`config.mk`:
```
export PLATFORM = sky130hd
export DESIGN_NAME = fetch_decode_queue_flat
export DESIGN_NICKNAME = d
export VERILOG_FILES = /design/src/rtl/fetch_decode_queue_if.sv /design/src/rtl/fetch_decode_queue.sv /design/src/flat_wrapper.sv
export SDC_FILE = /design/constraint.sdc
export NUM_CORES = 2
export LEC_CHECK = 0
export BUFFER_PORTS_ARGS = -buffer_cell sky130_fd_sc_hd__buf_4
export CAP_MARGIN = 20
export CORE_ASPECT_RATIO = 1.5
export CORE_MARGIN = 2
export CORE_UTILIZATION = 50
export DETAILED_ROUTE_END_ITERATION = 12
export PLACE_DENSITY = 0.81
export SYNTH_ARGS = -nofsm -noshare
export SYNTH_HDL_FRONTEND = slang
export SYNTH_SLANG_ARGS = --single-unit
```
`constraint.sdc`:
```
create_clock -name clk -period 8.4 [get_ports clk]
set_clock_uncertainty 0.1 [all_clocks]
set_input_delay 0 -clock clk [delete_from_list [all_inputs] [get_ports clk]]
set_output_delay 0 -clock clk [all_outputs]
set_load 0.01 [all_outputs]
```
`src/rtl/fetch_decode_queue_if.sv`:
```
// Fetch-to-decode queue handshake bundle: dual enqueue slots from fetch, dual dequeue slots to decode.
// master = fetch/decode side driving the queue, slave = the queue itself.
interface fetch_decode_queue_if #(
    parameter int PC_WIDTH              = 39,
    parameter int EXCEPTION_CAUSE_WIDTH = 4
);
    logic                             flush_i;

    logic                             enq_first_vld_i;
    logic [PC_WIDTH-1:0]              enq_first_pc_i;
    logic [PC_WIDTH-1:0]              enq_first_next_pc_i;
    logic [PC_WIDTH-1:0]              enq_first_predict_pc_i;
    logic [31:0]                      enq_first_instr_i;
    logic                             enq_first_is_rv_i;
    logic                             enq_first_excp_vld_i;
    logic [EXCEPTION_CAUSE_WIDTH-1:0] enq_first_ecause_i;

    logic                             enq_second_vld_i;
    logic [PC_WIDTH-1:0]              enq_second_pc_i;
    logic [PC_WIDTH-1:0]              enq_second_next_pc_i;
    logic [PC_WIDTH-1:0]              enq_second_predict_pc_i;
    logic [31:0]                      enq_second_instr_i;
    logic                             enq_second_is_rv_i;
    logic                             enq_second_excp_vld_i;
    logic [EXCEPTION_CAUSE_WIDTH-1:0] enq_second_ecause_i;

    logic                             enq_rdy_o;

    logic                             deq_first_vld_o;
    logic [PC_WIDTH-1:0]              deq_first_pc_o;
    logic [PC_WIDTH-1:0]              deq_first_next_pc_o;
    logic [PC_WIDTH-1:0]              deq_first_predict_pc_o;
    logic [31:0]                      deq_first_instr_o;
    logic                             deq_first_is_rv_o;
    logic                             deq_first_excp_vld_o;
    logic [EXCEPTION_CAUSE_WIDTH-1:0] deq_first_ecause_o;
    logic                             deq_first_rdy_i;

    logic                             deq_second_vld_o;
    logic [PC_WIDTH-1:0]              deq_second_pc_o;
    logic [PC_WIDTH-1:0]              deq_second_next_pc_o;
    logic [PC_WIDTH-1:0]              deq_second_predict_pc_o;
    logic [31:0]                      deq_second_instr_o;
    logic                             deq_second_is_rv_o;
    logic                             deq_second_excp_vld_o;
    logic [EXCEPTION_CAUSE_WIDTH-1:0] deq_second_ecause_o;
    logic                             deq_second_rdy_i;

    logic                             empty_o;
    logic                             full_o;

    modport master (
        output flush_i,
        output enq_first_vld_i, enq_first_pc_i, enq_first_next_pc_i, enq_first_predict_pc_i,
               enq_first_instr_i, enq_first_is_rv_i, enq_first_excp_vld_i, enq_first_ecause_i,
        output enq_second_vld_i, enq_second_pc_i, enq_second_next_pc_i, enq_second_predict_pc_i,
               enq_second_instr_i, enq_second_is_rv_i, enq_second_excp_vld_i, enq_second_ecause_i,
        input  enq_rdy_o,
        input  deq_first_vld_o, deq_first_pc_o, deq_first_next_pc_o, deq_first_predict_pc_o,
               deq_first_instr_o, deq_first_is_rv_o, deq_first_excp_vld_o, deq_first_ecause_o,
        output deq_first_rdy_i,
        input  deq_second_vld_o, deq_second_pc_o, deq_second_next_pc_o, deq_second_predict_pc_o,
               deq_second_instr_o, deq_second_is_rv_o, deq_second_excp_vld_o, deq_second_ecause_o,
        output deq_second_rdy_i,
        input  empty_o, full_o
    );

    modport slave (
        input  flush_i,
        input  enq_first_vld_i, enq_first_pc_i, enq_first_next_pc_i, enq_first_predict_pc_i,
               enq_first_instr_i, enq_first_is_rv_i, enq_first_excp_vld_i, enq_first_ecause_i,
        input  enq_second_vld_i, enq_second_pc_i, enq_second_next_pc_i, enq_second_predict_pc_i,
               enq_second_instr_i, enq_second_is_rv_i, enq_second_excp_vld_i, enq_second_ecause_i,
        output enq_rdy_o,
        output deq_first_vld_o, deq_first_pc_o, deq_first_next_pc_o, deq_first_predict_pc_o,
               deq_first_instr_o, deq_first_is_rv_o, deq_first_excp_vld_o, deq_first_ecause_o,
        input  deq_first_rdy_i,
        output deq_second_vld_o, deq_second_pc_o, deq_second_next_pc_o, deq_second_predict_pc_o,
               deq_second_instr_o, deq_second_is_rv_o, deq_second_excp_vld_o, deq_second_ecause_o,
        input  deq_second_rdy_i,
        output empty_o, full_o
    );
endinterface

```
`src/rtl/fetch_decode_queue.sv`:
```
// Dual-in/dual-out instruction queue between fetch and decode; flush drops all entries.
// Optional FDQ_PERF_CNT_EN adds saturating stall and flushed-entry counters.
module fetch_decode_queue #(
    parameter int PC_WIDTH              = 39,
    parameter int EXCEPTION_CAUSE_WIDTH = 4,
    parameter int FDQ_DEPTH             = 8,
    parameter int FDQ_PTR_WIDTH         = $clog2(FDQ_DEPTH)
) (
    input  logic                 clk,
    input  logic                 rst,
    fetch_decode_queue_if.slave  fdq
`ifdef FDQ_PERF_CNT_EN
   ,output logic [31:0]          perf_stall_cnt_o,
    output logic [31:0]          perf_flush_cnt_o
`endif
);
    typedef struct packed {
        logic [PC_WIDTH-1:0]              pc;
        logic [PC_WIDTH-1:0]              next_pc;
        logic [PC_WIDTH-1:0]              predict_pc;
        logic [31:0]                      instr;
        logic                             is_rv;
        logic                             excp_vld;
        logic [EXCEPTION_CAUSE_WIDTH-1:0] ecause;
    } entry_t;

    localparam logic [FDQ_PTR_WIDTH-1:0] PTR_ONE = FDQ_PTR_WIDTH'(1);
    localparam logic [FDQ_PTR_WIDTH-1:0] PTR_TWO = FDQ_PTR_WIDTH'(2);
    localparam logic [FDQ_PTR_WIDTH:0]   CNT_RDY = (FDQ_PTR_WIDTH+1)'(FDQ_DEPTH-2);
    localparam logic [FDQ_PTR_WIDTH:0]   CNT_MAX = (FDQ_PTR_WIDTH+1)'(FDQ_DEPTH);
    localparam logic [FDQ_PTR_WIDTH:0]   CNT_ONE = (FDQ_PTR_WIDTH+1)'(1);
    localparam logic [FDQ_PTR_WIDTH:0]   CNT_TWO = (FDQ_PTR_WIDTH+1)'(2);

    entry_t                   mem [FDQ_DEPTH];
    logic [FDQ_PTR_WIDTH-1:0] head, tail, head_p1, tail_p1;
    logic [FDQ_PTR_WIDTH:0]   count, n_enq, n_deq;
    logic                     enq_rdy, do_enq, pop0, pop1;
    entry_t                   enq0, enq1, rd0, rd1;

    assign head_p1 = head + PTR_ONE;
    assign tail_p1 = tail + PTR_ONE;

    assign enq0 = '{fdq.enq_first_pc_i, fdq.enq_first_next_pc_i, fdq.enq_first_predict_pc_i,
                    fdq.enq_first_instr_i, fdq.enq_first_is_rv_i, fdq.enq_first_excp_vld_i,
                    fdq.enq_first_ecause_i};
    assign enq1 = '{fdq.enq_second_pc_i, fdq.enq_second_next_pc_i, fdq.enq_second_predict_pc_i,
                    fdq.enq_second_instr_i, fdq.enq_second_is_rv_i, fdq.enq_second_excp_vld_i,
                    fdq.enq_second_ecause_i};

    // Ready is judged on the registered count only, so fetch never depends on decode's ready.
    assign enq_rdy = (count <= CNT_RDY);
    assign do_enq  = enq_rdy & ~fdq.flush_i;

    always_comb begin
        n_enq = '0;
        if (do_enq) begin
            if (fdq.enq_first_vld_i && fdq.enq_second_vld_i)      n_enq = CNT_TWO;
            else if (fdq.enq_first_vld_i || fdq.enq_second_vld_i) n_enq = CNT_ONE;
        end
    end

    assign pop0  = (count >= CNT_ONE) & fdq.deq_first_rdy_i;
    assign pop1  = pop0 & (count >= CNT_TWO) & fdq.deq_second_rdy_i;
    assign n_deq = pop1 ? CNT_TWO : (pop0 ? CNT_ONE : '0);

    always_ff @(posedge clk or posedge rst) begin
        if (rst) begin
            head  <= '0;
            tail  <= '0;
            count <= '0;
        end else if (fdq.flush_i) begin
            head  <= '0;
            tail  <= '0;
            count <= '0;
        end else begin
            head  <= pop1 ? head + PTR_TWO : (pop0 ? head_p1 : head);
            tail  <= tail + n_enq[FDQ_PTR_WIDTH-1:0];
            count <= count + n_enq - n_deq;
        end
    end

    // Payload storage carries no reset; validity is tracked solely by count.
    always_ff @(posedge clk) begin
        if (do_enq) begin
            if (fdq.enq_first_vld_i) begin
                mem[tail] <= enq0;
                if (fdq.enq_second_vld_i) mem[tail_p1] <= enq1;
            end else if (fdq.enq_second_vld_i) begin
                mem[tail] <= enq1;
            end
        end
    end

    assign rd0 = mem[head];
    assign rd1 = mem[head_p1];

    assign fdq.enq_rdy_o        = enq_rdy;
    assign fdq.empty_o          = (count == '0);
    assign fdq.full_o           = (count == CNT_MAX);
    assign fdq.deq_first_vld_o  = (count >= CNT_ONE);
    assign fdq.deq_second_vld_o = (count >= CNT_TWO);

    assign fdq.deq_first_pc_o          = rd0.pc;
    assign fdq.deq_first_next_pc_o     = rd0.next_pc;
    assign fdq.deq_first_predict_pc_o  = rd0.predict_pc;
    assign fdq.deq_first_instr_o       = rd0.instr;
    assign fdq.deq_first_is_rv_o       = rd0.is_rv;
    assign fdq.deq_first_excp_vld_o    = rd0.excp_vld;
    assign fdq.deq_first_ecause_o      = rd0.ecause;
    assign fdq.deq_second_pc_o         = rd1.pc;
    assign fdq.deq_second_next_pc_o    = rd1.next_pc;
    assign fdq.deq_second_predict_pc_o = rd1.predict_pc;
    assign fdq.deq_second_instr_o      = rd1.instr;
    assign fdq.deq_second_is_rv_o      = rd1.is_rv;
    assign fdq.deq_second_excp_vld_o   = rd1.excp_vld;
    assign fdq.deq_second_ecause_o     = rd1.ecause;

`ifdef FDQ_PERF_CNT_EN
    logic [32:0] flush_sum;
    assign flush_sum = {1'b0, perf_flush_cnt_o} + 33'(count);

    always_ff @(posedge clk or posedge rst) begin
        if (rst) begin
            perf_stall_cnt_o <= '0;
            perf_flush_cnt_o <= '0;
        end else begin
            if ((fdq.enq_first_vld_i | fdq.enq_second_vld_i) && !enq_rdy &&
                (perf_stall_cnt_o != 32'hFFFF_FFFF))
                perf_stall_cnt_o <= perf_stall_cnt_o + 32'd1;
            if (fdq.flush_i)
                perf_flush_cnt_o <= flush_sum[32] ? 32'hFFFF_FFFF : flush_sum[31:0];
        end
    end
`endif
endmodule
```
`src/flat_wrapper.sv`:
```
// flat-port wrapper written by rule: the top's interface ports become plain ports
module fetch_decode_queue_flat 
#(
    parameter int PC_WIDTH              = 39,
    parameter int EXCEPTION_CAUSE_WIDTH = 4,
    parameter int FDQ_DEPTH             = 8,
    parameter int FDQ_PTR_WIDTH         = $clog2(FDQ_DEPTH)
)
  (clk, rst, fdq_flush_i, fdq_enq_first_vld_i, fdq_enq_first_pc_i, fdq_enq_first_next_pc_i, fdq_enq_first_predict_pc_i, fdq_enq_first_instr_i, fdq_enq_first_is_rv_i, fdq_enq_first_excp_vld_i, fdq_enq_first_ecause_i, fdq_enq_second_vld_i, fdq_enq_second_pc_i, fdq_enq_second_next_pc_i, fdq_enq_second_predict_pc_i, fdq_enq_second_instr_i, fdq_enq_second_is_rv_i, fdq_enq_second_excp_vld_i, fdq_enq_second_ecause_i, fdq_enq_rdy_o, fdq_deq_first_vld_o, fdq_deq_first_pc_o, fdq_deq_first_next_pc_o, fdq_deq_first_predict_pc_o, fdq_deq_first_instr_o, fdq_deq_first_is_rv_o, fdq_deq_first_excp_vld_o, fdq_deq_first_ecause_o, fdq_deq_first_rdy_i, fdq_deq_second_vld_o, fdq_deq_second_pc_o, fdq_deq_second_next_pc_o, fdq_deq_second_predict_pc_o, fdq_deq_second_instr_o, fdq_deq_second_is_rv_o, fdq_deq_second_excp_vld_o, fdq_deq_second_ecause_o, fdq_deq_second_rdy_i, fdq_empty_o, fdq_full_o);
  fetch_decode_queue_if #(.PC_WIDTH(PC_WIDTH), .EXCEPTION_CAUSE_WIDTH(EXCEPTION_CAUSE_WIDTH)) fdq_i ();
  input  logic clk;
  input  logic rst;
  input wire logic [$bits(fdq_i.flush_i)-1:0] fdq_flush_i;
  input wire logic [$bits(fdq_i.enq_first_vld_i)-1:0] fdq_enq_first_vld_i;
  input wire logic [$bits(fdq_i.enq_first_pc_i)-1:0] fdq_enq_first_pc_i;
  input wire logic [$bits(fdq_i.enq_first_next_pc_i)-1:0] fdq_enq_first_next_pc_i;
  input wire logic [$bits(fdq_i.enq_first_predict_pc_i)-1:0] fdq_enq_first_predict_pc_i;
  input wire logic [$bits(fdq_i.enq_first_instr_i)-1:0] fdq_enq_first_instr_i;
  input wire logic [$bits(fdq_i.enq_first_is_rv_i)-1:0] fdq_enq_first_is_rv_i;
  input wire logic [$bits(fdq_i.enq_first_excp_vld_i)-1:0] fdq_enq_first_excp_vld_i;
  input wire logic [$bits(fdq_i.enq_first_ecause_i)-1:0] fdq_enq_first_ecause_i;
  input wire logic [$bits(fdq_i.enq_second_vld_i)-1:0] fdq_enq_second_vld_i;
  input wire logic [$bits(fdq_i.enq_second_pc_i)-1:0] fdq_enq_second_pc_i;
  input wire logic [$bits(fdq_i.enq_second_next_pc_i)-1:0] fdq_enq_second_next_pc_i;
  input wire logic [$bits(fdq_i.enq_second_predict_pc_i)-1:0] fdq_enq_second_predict_pc_i;
  input wire logic [$bits(fdq_i.enq_second_instr_i)-1:0] fdq_enq_second_instr_i;
  input wire logic [$bits(fdq_i.enq_second_is_rv_i)-1:0] fdq_enq_second_is_rv_i;
  input wire logic [$bits(fdq_i.enq_second_excp_vld_i)-1:0] fdq_enq_second_excp_vld_i;
  input wire logic [$bits(fdq_i.enq_second_ecause_i)-1:0] fdq_enq_second_ecause_i;
  output wire logic [$bits(fdq_i.enq_rdy_o)-1:0] fdq_enq_rdy_o;
  output wire logic [$bits(fdq_i.deq_first_vld_o)-1:0] fdq_deq_first_vld_o;
  output wire logic [$bits(fdq_i.deq_first_pc_o)-1:0] fdq_deq_first_pc_o;
  output wire logic [$bits(fdq_i.deq_first_next_pc_o)-1:0] fdq_deq_first_next_pc_o;
  output wire logic [$bits(fdq_i.deq_first_predict_pc_o)-1:0] fdq_deq_first_predict_pc_o;
  output wire logic [$bits(fdq_i.deq_first_instr_o)-1:0] fdq_deq_first_instr_o;
  output wire logic [$bits(fdq_i.deq_first_is_rv_o)-1:0] fdq_deq_first_is_rv_o;
  output wire logic [$bits(fdq_i.deq_first_excp_vld_o)-1:0] fdq_deq_first_excp_vld_o;
  output wire logic [$bits(fdq_i.deq_first_ecause_o)-1:0] fdq_deq_first_ecause_o;
  input wire logic [$bits(fdq_i.deq_first_rdy_i)-1:0] fdq_deq_first_rdy_i;
  output wire logic [$bits(fdq_i.deq_second_vld_o)-1:0] fdq_deq_second_vld_o;
  output wire logic [$bits(fdq_i.deq_second_pc_o)-1:0] fdq_deq_second_pc_o;
  output wire logic [$bits(fdq_i.deq_second_next_pc_o)-1:0] fdq_deq_second_next_pc_o;
  output wire logic [$bits(fdq_i.deq_second_predict_pc_o)-1:0] fdq_deq_second_predict_pc_o;
  output wire logic [$bits(fdq_i.deq_second_instr_o)-1:0] fdq_deq_second_instr_o;
  output wire logic [$bits(fdq_i.deq_second_is_rv_o)-1:0] fdq_deq_second_is_rv_o;
  output wire logic [$bits(fdq_i.deq_second_excp_vld_o)-1:0] fdq_deq_second_excp_vld_o;
  output wire logic [$bits(fdq_i.deq_second_ecause_o)-1:0] fdq_deq_second_ecause_o;
  input wire logic [$bits(fdq_i.deq_second_rdy_i)-1:0] fdq_deq_second_rdy_i;
  output wire logic [$bits(fdq_i.empty_o)-1:0] fdq_empty_o;
  output wire logic [$bits(fdq_i.full_o)-1:0] fdq_full_o;
  assign fdq_i.flush_i = fdq_flush_i;
  assign fdq_i.enq_first_vld_i = fdq_enq_first_vld_i;
  assign fdq_i.enq_first_pc_i = fdq_enq_first_pc_i;
  assign fdq_i.enq_first_next_pc_i = fdq_enq_first_next_pc_i;
  assign fdq_i.enq_first_predict_pc_i = fdq_enq_first_predict_pc_i;
  assign fdq_i.enq_first_instr_i = fdq_enq_first_instr_i;
  assign fdq_i.enq_first_is_rv_i = fdq_enq_first_is_rv_i;
  assign fdq_i.enq_first_excp_vld_i = fdq_enq_first_excp_vld_i;
  assign fdq_i.enq_first_ecause_i = fdq_enq_first_ecause_i;
  assign fdq_i.enq_second_vld_i = fdq_enq_second_vld_i;
  assign fdq_i.enq_second_pc_i = fdq_enq_second_pc_i;
  assign fdq_i.enq_second_next_pc_i = fdq_enq_second_next_pc_i;
  assign fdq_i.enq_second_predict_pc_i = fdq_enq_second_predict_pc_i;
  assign fdq_i.enq_second_instr_i = fdq_enq_second_instr_i;
  assign fdq_i.enq_second_is_rv_i = fdq_enq_second_is_rv_i;
  assign fdq_i.enq_second_excp_vld_i = fdq_enq_second_excp_vld_i;
  assign fdq_i.enq_second_ecause_i = fdq_enq_second_ecause_i;
  assign fdq_enq_rdy_o = fdq_i.enq_rdy_o;
  assign fdq_deq_first_vld_o = fdq_i.deq_first_vld_o;
  assign fdq_deq_first_pc_o = fdq_i.deq_first_pc_o;
  assign fdq_deq_first_next_pc_o = fdq_i.deq_first_next_pc_o;
  assign fdq_deq_first_predict_pc_o = fdq_i.deq_first_predict_pc_o;
  assign fdq_deq_first_instr_o = fdq_i.deq_first_instr_o;
  assign fdq_deq_first_is_rv_o = fdq_i.deq_first_is_rv_o;
  assign fdq_deq_first_excp_vld_o = fdq_i.deq_first_excp_vld_o;
  assign fdq_deq_first_ecause_o = fdq_i.deq_first_ecause_o;
  assign fdq_i.deq_first_rdy_i = fdq_deq_first_rdy_i;
  assign fdq_deq_second_vld_o = fdq_i.deq_second_vld_o;
  assign fdq_deq_second_pc_o = fdq_i.deq_second_pc_o;
  assign fdq_deq_second_next_pc_o = fdq_i.deq_second_next_pc_o;
  assign fdq_deq_second_predict_pc_o = fdq_i.deq_second_predict_pc_o;
  assign fdq_deq_second_instr_o = fdq_i.deq_second_instr_o;
  assign fdq_deq_second_is_rv_o = fdq_i.deq_second_is_rv_o;
  assign fdq_deq_second_excp_vld_o = fdq_i.deq_second_excp_vld_o;
  assign fdq_deq_second_ecause_o = fdq_i.deq_second_ecause_o;
  assign fdq_i.deq_second_rdy_i = fdq_deq_second_rdy_i;
  assign fdq_empty_o = fdq_i.empty_o;
  assign fdq_full_o = fdq_i.full_o;
  fetch_decode_queue #(.PC_WIDTH(PC_WIDTH), .EXCEPTION_CAUSE_WIDTH(EXCEPTION_CAUSE_WIDTH), .FDQ_DEPTH(FDQ_DEPTH), .FDQ_PTR_WIDTH(FDQ_PTR_WIDTH)) u_core (.clk(clk), .rst(rst), .fdq(fdq_i));
endmodule
```
Yosys cells after proc, flatten, opt, wreduce, memory -nomap -nowiden
Memories as Yosys holds them, arrays and structs flattened.
Cells that the tools add are included.
Storage, ports and cells
  logic and storage cells: 45
  bits in writable memories: 1240
  bits in read-only memories: 0
  memories kept: 1
  register bits: 10
  bits in latches: 0
Memories
  u_core.mem: words 8, bits a word 155, read ports 2, clocked after Yosys merged registers in 0, wr ports 2, RTL line fetch_decode_queue.sv:34  | entry_t mem [FDQ_DEPTH];
Cells by class
  eq/ne operators: 1
  $lt $le $gt $ge: 3
  div/mod/pow operators: 0
  multiplexer cells: 21
  add/sub/neg operators: 6
  bitwise logic cells: 6
  shift operators: 0
  reductions and logical operators: 4
  $mul: 0
Operators by type and width (count)
  $mux W155: 1
  $mux W4: 4
  $mux W1: 12
  $mux W3: 4
  $add A3 B1 Y3 const B: 2
  $add A4 B4 Y4: 1
  $and A1 B1 Y1: 4
  $eq A4 B4 Y1 const B: 1
  $ge A4 B1 Y1 const B: 1
  $ge A4 B2 Y1 const B: 1
  $le A4 B3 Y1 const B: 1
  $logic_not A4 Y1: 1
  $sub A4 B4 Y4: 1
  $add A3 B2 Y3 const B: 1
  $add A3 B3 Y3: 1
  $reduce_bool A3 Y1: 1
  $logic_and A1 B1 Y1: 1
  $logic_or A1 B1 Y1: 1
  $not A1 Y1: 1
  $or A1 B1 Y1: 1

Longest topological paths before layout
  depth after elaboration: 7
  depth in mapped cells: 12
  depth with buffers taken out: 12

Worst setup path before layout
No wires, ideal clock.
  kind: register to register
  start: register u_core.tail[1]
  end: memory u_core.mem[1][0] in the netlist's numbering (enable)
  cell stages (with the launch flop): 6
  setup time: 0.672 ns
  slack: -0.319 ns
  path buffers: 0
  arrival time: 7.947 ns
  path through: dfrtp_1 -> ha_1 -> or3b_2 -> o22ai_1 -> a21oi_1 -> nor2_1
RTL lines
  from (decl): RTL line fetch_decode_queue.sv:35  | logic [FDQ_PTR_WIDTH-1:0] head, tail, head_p1, tail_p1;
  from (signal assigned): RTL line fetch_decode_queue.sv:77  | tail <= tail + n_enq[FDQ_PTR_WIDTH-1:0];
  to (decl): RTL line fetch_decode_queue.sv:34

Final worst setup path
  start: register u_core.head[0]
  end: output fdq_deq_second_next_pc_o[37]
On the way
  longest elaborated chain between the ends: 2
RTL lines
  from (decl): RTL line fetch_decode_queue.sv:35
  from (signal assigned): RTL line fetch_decode_queue.sv:76  | head <= pop1 ? head + PTR_TWO : (pop0 ? head_p1 : head);
  $add A3 B1 Y3: RTL line fetch_decode_queue.sv:40  | assign head_p1 = head + PTR_ONE;
  $mem_v2 Z8 W155
  to (decl): RTL line flat_wrapper.sv:42  | output wire logic [$bits(fdq_i.deq_second_next_pc_o)-1:0] fdq_deq_second_next_pc_o;
No other way between the ends.

==> results.md <==
* Status: complete, no violations
* Min Tclk post-route at 4730 ps
* F_max at 0.212 GHz
* Post-route ant nets at 0
* Rel. slew slack at 19.8%
* CTS max path bufs at 3
* Critical-path maximum fanout at 51
* Mapped Cells at 3856
* Vias per std cell at 6.51
* Layout cells sized above 1 at 58.5%
* Worst path max stage delay at 1040 ps
* Util after Layout at 61.2%
* RePlAce Congestion at 0.802
* Clk root buf: clkbuf_16
* Worst-path clk slew at 60 ps
* FILL cells at 9966
* Final setup TNS at 0 ps
* WL final at 215 mm
* Synthesized cell area at 71600 sq um
* Final setup vio count at 0
* Max-cap violations at 0
* Area delta synth->final at 21.9%
* Seq/Total Area, Yosys at 52.3%
* Power Density at 270 nW/um^2
* DRC Markers at 0
* Placed instance area at 77700 sq um
* Leakage at 28.5 nW
* IO Port Bufs at 631
* Core footprint at 143000 sq um
* Slew Viols, Final at 0
* Design Area, Final at 87300 sq um
* Fin nets at 5284
* Worst path cell trace: ha_4 -> xor2_4 -> buf_4 -> buf_4 -> mux2_2 -> buf_4
* Antenna violations before repair at 21
* Share of the synthesized area in the top cell type at 52.0%
* Vias in the first global route at 48700
* Post-detail-place hpwl at 113 mm
* Worst EP required at 8300 ps
* Largest net degree at the start of global routing at 141
* First-pass GRT wire length at 314 mm
* Critical path's slowest cell: dfrtp_4
* Via count at 45300
* FP Rows at 170
* First DRT Iteration DRCs at 4781
* Chip Height at 467 um
* I/O pin cnt at 632
* Initial Util at 50.2%
* Top post-synthesis cells by area: edfxtp_1, mux2_2, mux4_2
* GRT Overall Usage at 28.9%
* WS Path Type: reg2out
* DR WL/cell at 30.9 um
* Hold Vio Cnt, Final at 0
* Crit. End Element: output pin
* Part of the cycle the worst path needs at 56.3%
* Yosys cell types at 39
* RSZ-0062 raised after global routing: false
* Clock Latency Late Sink at 780 ps
* Grt ovf at 0
* CTS Sinks at 1250
* Synthesized area per cell at 18.6 sq um
* Resized cells post-CTS at 0
* Pre-antenna DRT Iters at 8
* Hold Buf Count CTS at 587
* Max H-tree Level at 3
* Post-CTS Setup Bufs at 0
* Synth Net Count at 4188
* Yosys Warn Count at 0
* TritonCTS clock tree: done
* CTS Buf Count at 120
* Critical path's most frequent cell: buf_4
* Worst Path Arrival at 4630 ps
* Startpoint types: flip-flop
* Worst-Margin Slew at 1200 ps
* Area leader, netlist: edfxtp_1
* Peak supply drop at 0.000349 V
* Die width at 313 um
* Tightest Hold Check Type: in2reg
* Synthesized flop and latch total at 1250
* Die area at 146000 sq um
## synth_stat cells
library cell	number
buf_4	95
fa_1	3
mux4_2	620
and3b_1	2
o22ai_1	3
nor2_4	1
nand3b_1	2
xor2_1	2
buf_6	23
a22oi_1	4
nor2b_1	7
or3b_2	1
nand2b_1	1
buf_8	5
clkbuf_1	73
a211o_1	1
o22a_1	2
xnor2_1	5
ha_1	12
mux2_1	103
dfrtp_1	10
edfxtp_1	1240
o21bai_1	1
a2bb2oi_1	1
nor2_1	25
a21o_1	2
o21ai_0	1
buf_2	110
nand3_1	2
and2_1	1
inv_1	16
a21oi_1	14
nor3_1	1
and3_1	3
mux2_2	1448
buf_1	11
nand2_1	2
a211oi_1	1
nor3b_1	2
## flip-flops by register name, summed over array words and instances, names as in the netlist
register      count
u_core.count      4
u_core.mem     1240
u_core.tail       3
u_core.head       3
## report_power, final
part | switching (W) | leakage, nW | internal (W)
combinational | 0.00511 | 15.3 | 0.00564
clock | 0.00241 | 1.82 | 0.00286
sequential | 0.000235 | 11.3 | 0.00731
total | 0.00776 | 28.5 | 0.0158
## final cells by class
type | instances | area [sq um] | share of cell area, %
Clock inverter | 76 | 522 | 0.598
Antenna cell | 13 | 32.5 | 0.0373
Sequential cell | 1250 | 37500 | 42.9
Timing Repair Buffer | 1291 | 11400 | 13.0
Inverter | 16 | 60.1 | 0.0688
Clock buffer | 147 | 3190 | 3.65
Tap cell | 1892 | 2370 | 2.71
Multi-Input combinational cell | 2273 | 32300 | 37.0
## through the flow
| step | std cells | hold WS (ps) | setup slack [ps] | power, W |
|---|---|---|---|---|
| 6_report | 6958 | 34.5 | 3670 | 0.0236 |
| 5_1_grt | 6957 | 31.5 | 3400 | 0.0244 |
| 4_1_cts | 6944 | 0.00677 | 3560 | 0.0236 |
| 3_5_place_dp | 6134 | -60.1 | 4290 | 0.0180 |
| 3_3_place_gp | 6134 | -72.2 | 4270 | 0.0179 |
| 2_1_floorplan | 3856 | -260 | -141 | 0.0143 |
## per-layer routing
metal / part of all wire [%] / up-vias / GRT usage (%)
met2: 50 / 2591 / 49.5
met1: 37 / 23700 / 35.8
met5: 0.055 / - / 0
met4: 3.1 / 20 / 9.95
li1: - / 18500 / -
met3: 10 / 482 / 7.05
## path summary, 6_finish.rpt
| check | startpoint | endpoint | slack [ps] | cells past startpoint |
|---|---|---|---|---|
| min in group asynchronous | rst | u_core.count[3]$_DFF_PP0_ | 340 | 4 |
| hold / removal | fdq_enq_first_predict_pc_i[1] | u_core.mem[5][39]$_DFFE_PP_ | 30 | 3 |
| max in group asynchronous | rst | u_core.head[2]$_DFFE_PP0P_ | 7520 | 4 |
| setup reg to reg | u_core.tail[0]$_DFF_PP0_ | u_core.mem[1][141]$_DFFE_PP_ | 3690 | 8 |
| setup / recovery | u_core.head[0]$_DFFE_PP0P_ | fdq_deq_second_next_pc_o[37] | 3670 | 6 |
| hold reg to reg | u_core.tail[1]$_DFF_PP0_ | u_core.tail[1]$_DFF_PP0_ | 700 | 2 |
## cells in the final DEF, fill, tap and decap left out, types with 2 or more instances in the layout
cell	count
xnor2_1	5
a22oi_1	4
clkinv_1	36
and3_1	3
dlygate4sd3_1	587
and3b_1	2
mux4_2	620
clkbuf_1	23
clkinvlp_4	4
o22ai_1	3
buf_4	688
mux2_1	103
nand3b_1	2
nor3b_1	2
inv_6	2
nor2_1	10
clkinv_4	2
nand3_1	2
clkbuf_16	124
clkinv_2	25
a21oi_1	14
bufinv_16	6
fa_1	3
mux2_2	1448
nor2_4	16
inv_1	16
a21o_1	2
o22a_1	2
dfrtp_1	7
edfxtp_1	1240
diode_2	13
ha_1	11
nor2b_1	7
nand2_1	2
buf_12	16
dfrtp_4	3
## critical path, delay by kind of cell (launching register included)
| kind | cells | cell delay [ps] |
|---|---|---|
| buffers and inverters | 3 | 1830 |
| DFF | 1 | 1040 |
| muxes | 1 | 440 |
| adders and majority gates | 1 | 280 |
| xor gates and xnor gates | 1 | 150 |
## cells by family after synthesis
logic type | after synthesis | synth area share (%)
mux | 2171 | 43.9
xor+xnor | 7 | 0.0856
buf+inv | 333 | 2.76
flops | 1250 | 52.3
compound gates | 30 | 0.264
simple gates | 50 | 0.362
fa+ha+maj | 15 | 0.294
(Power assumes the default switching activity.)
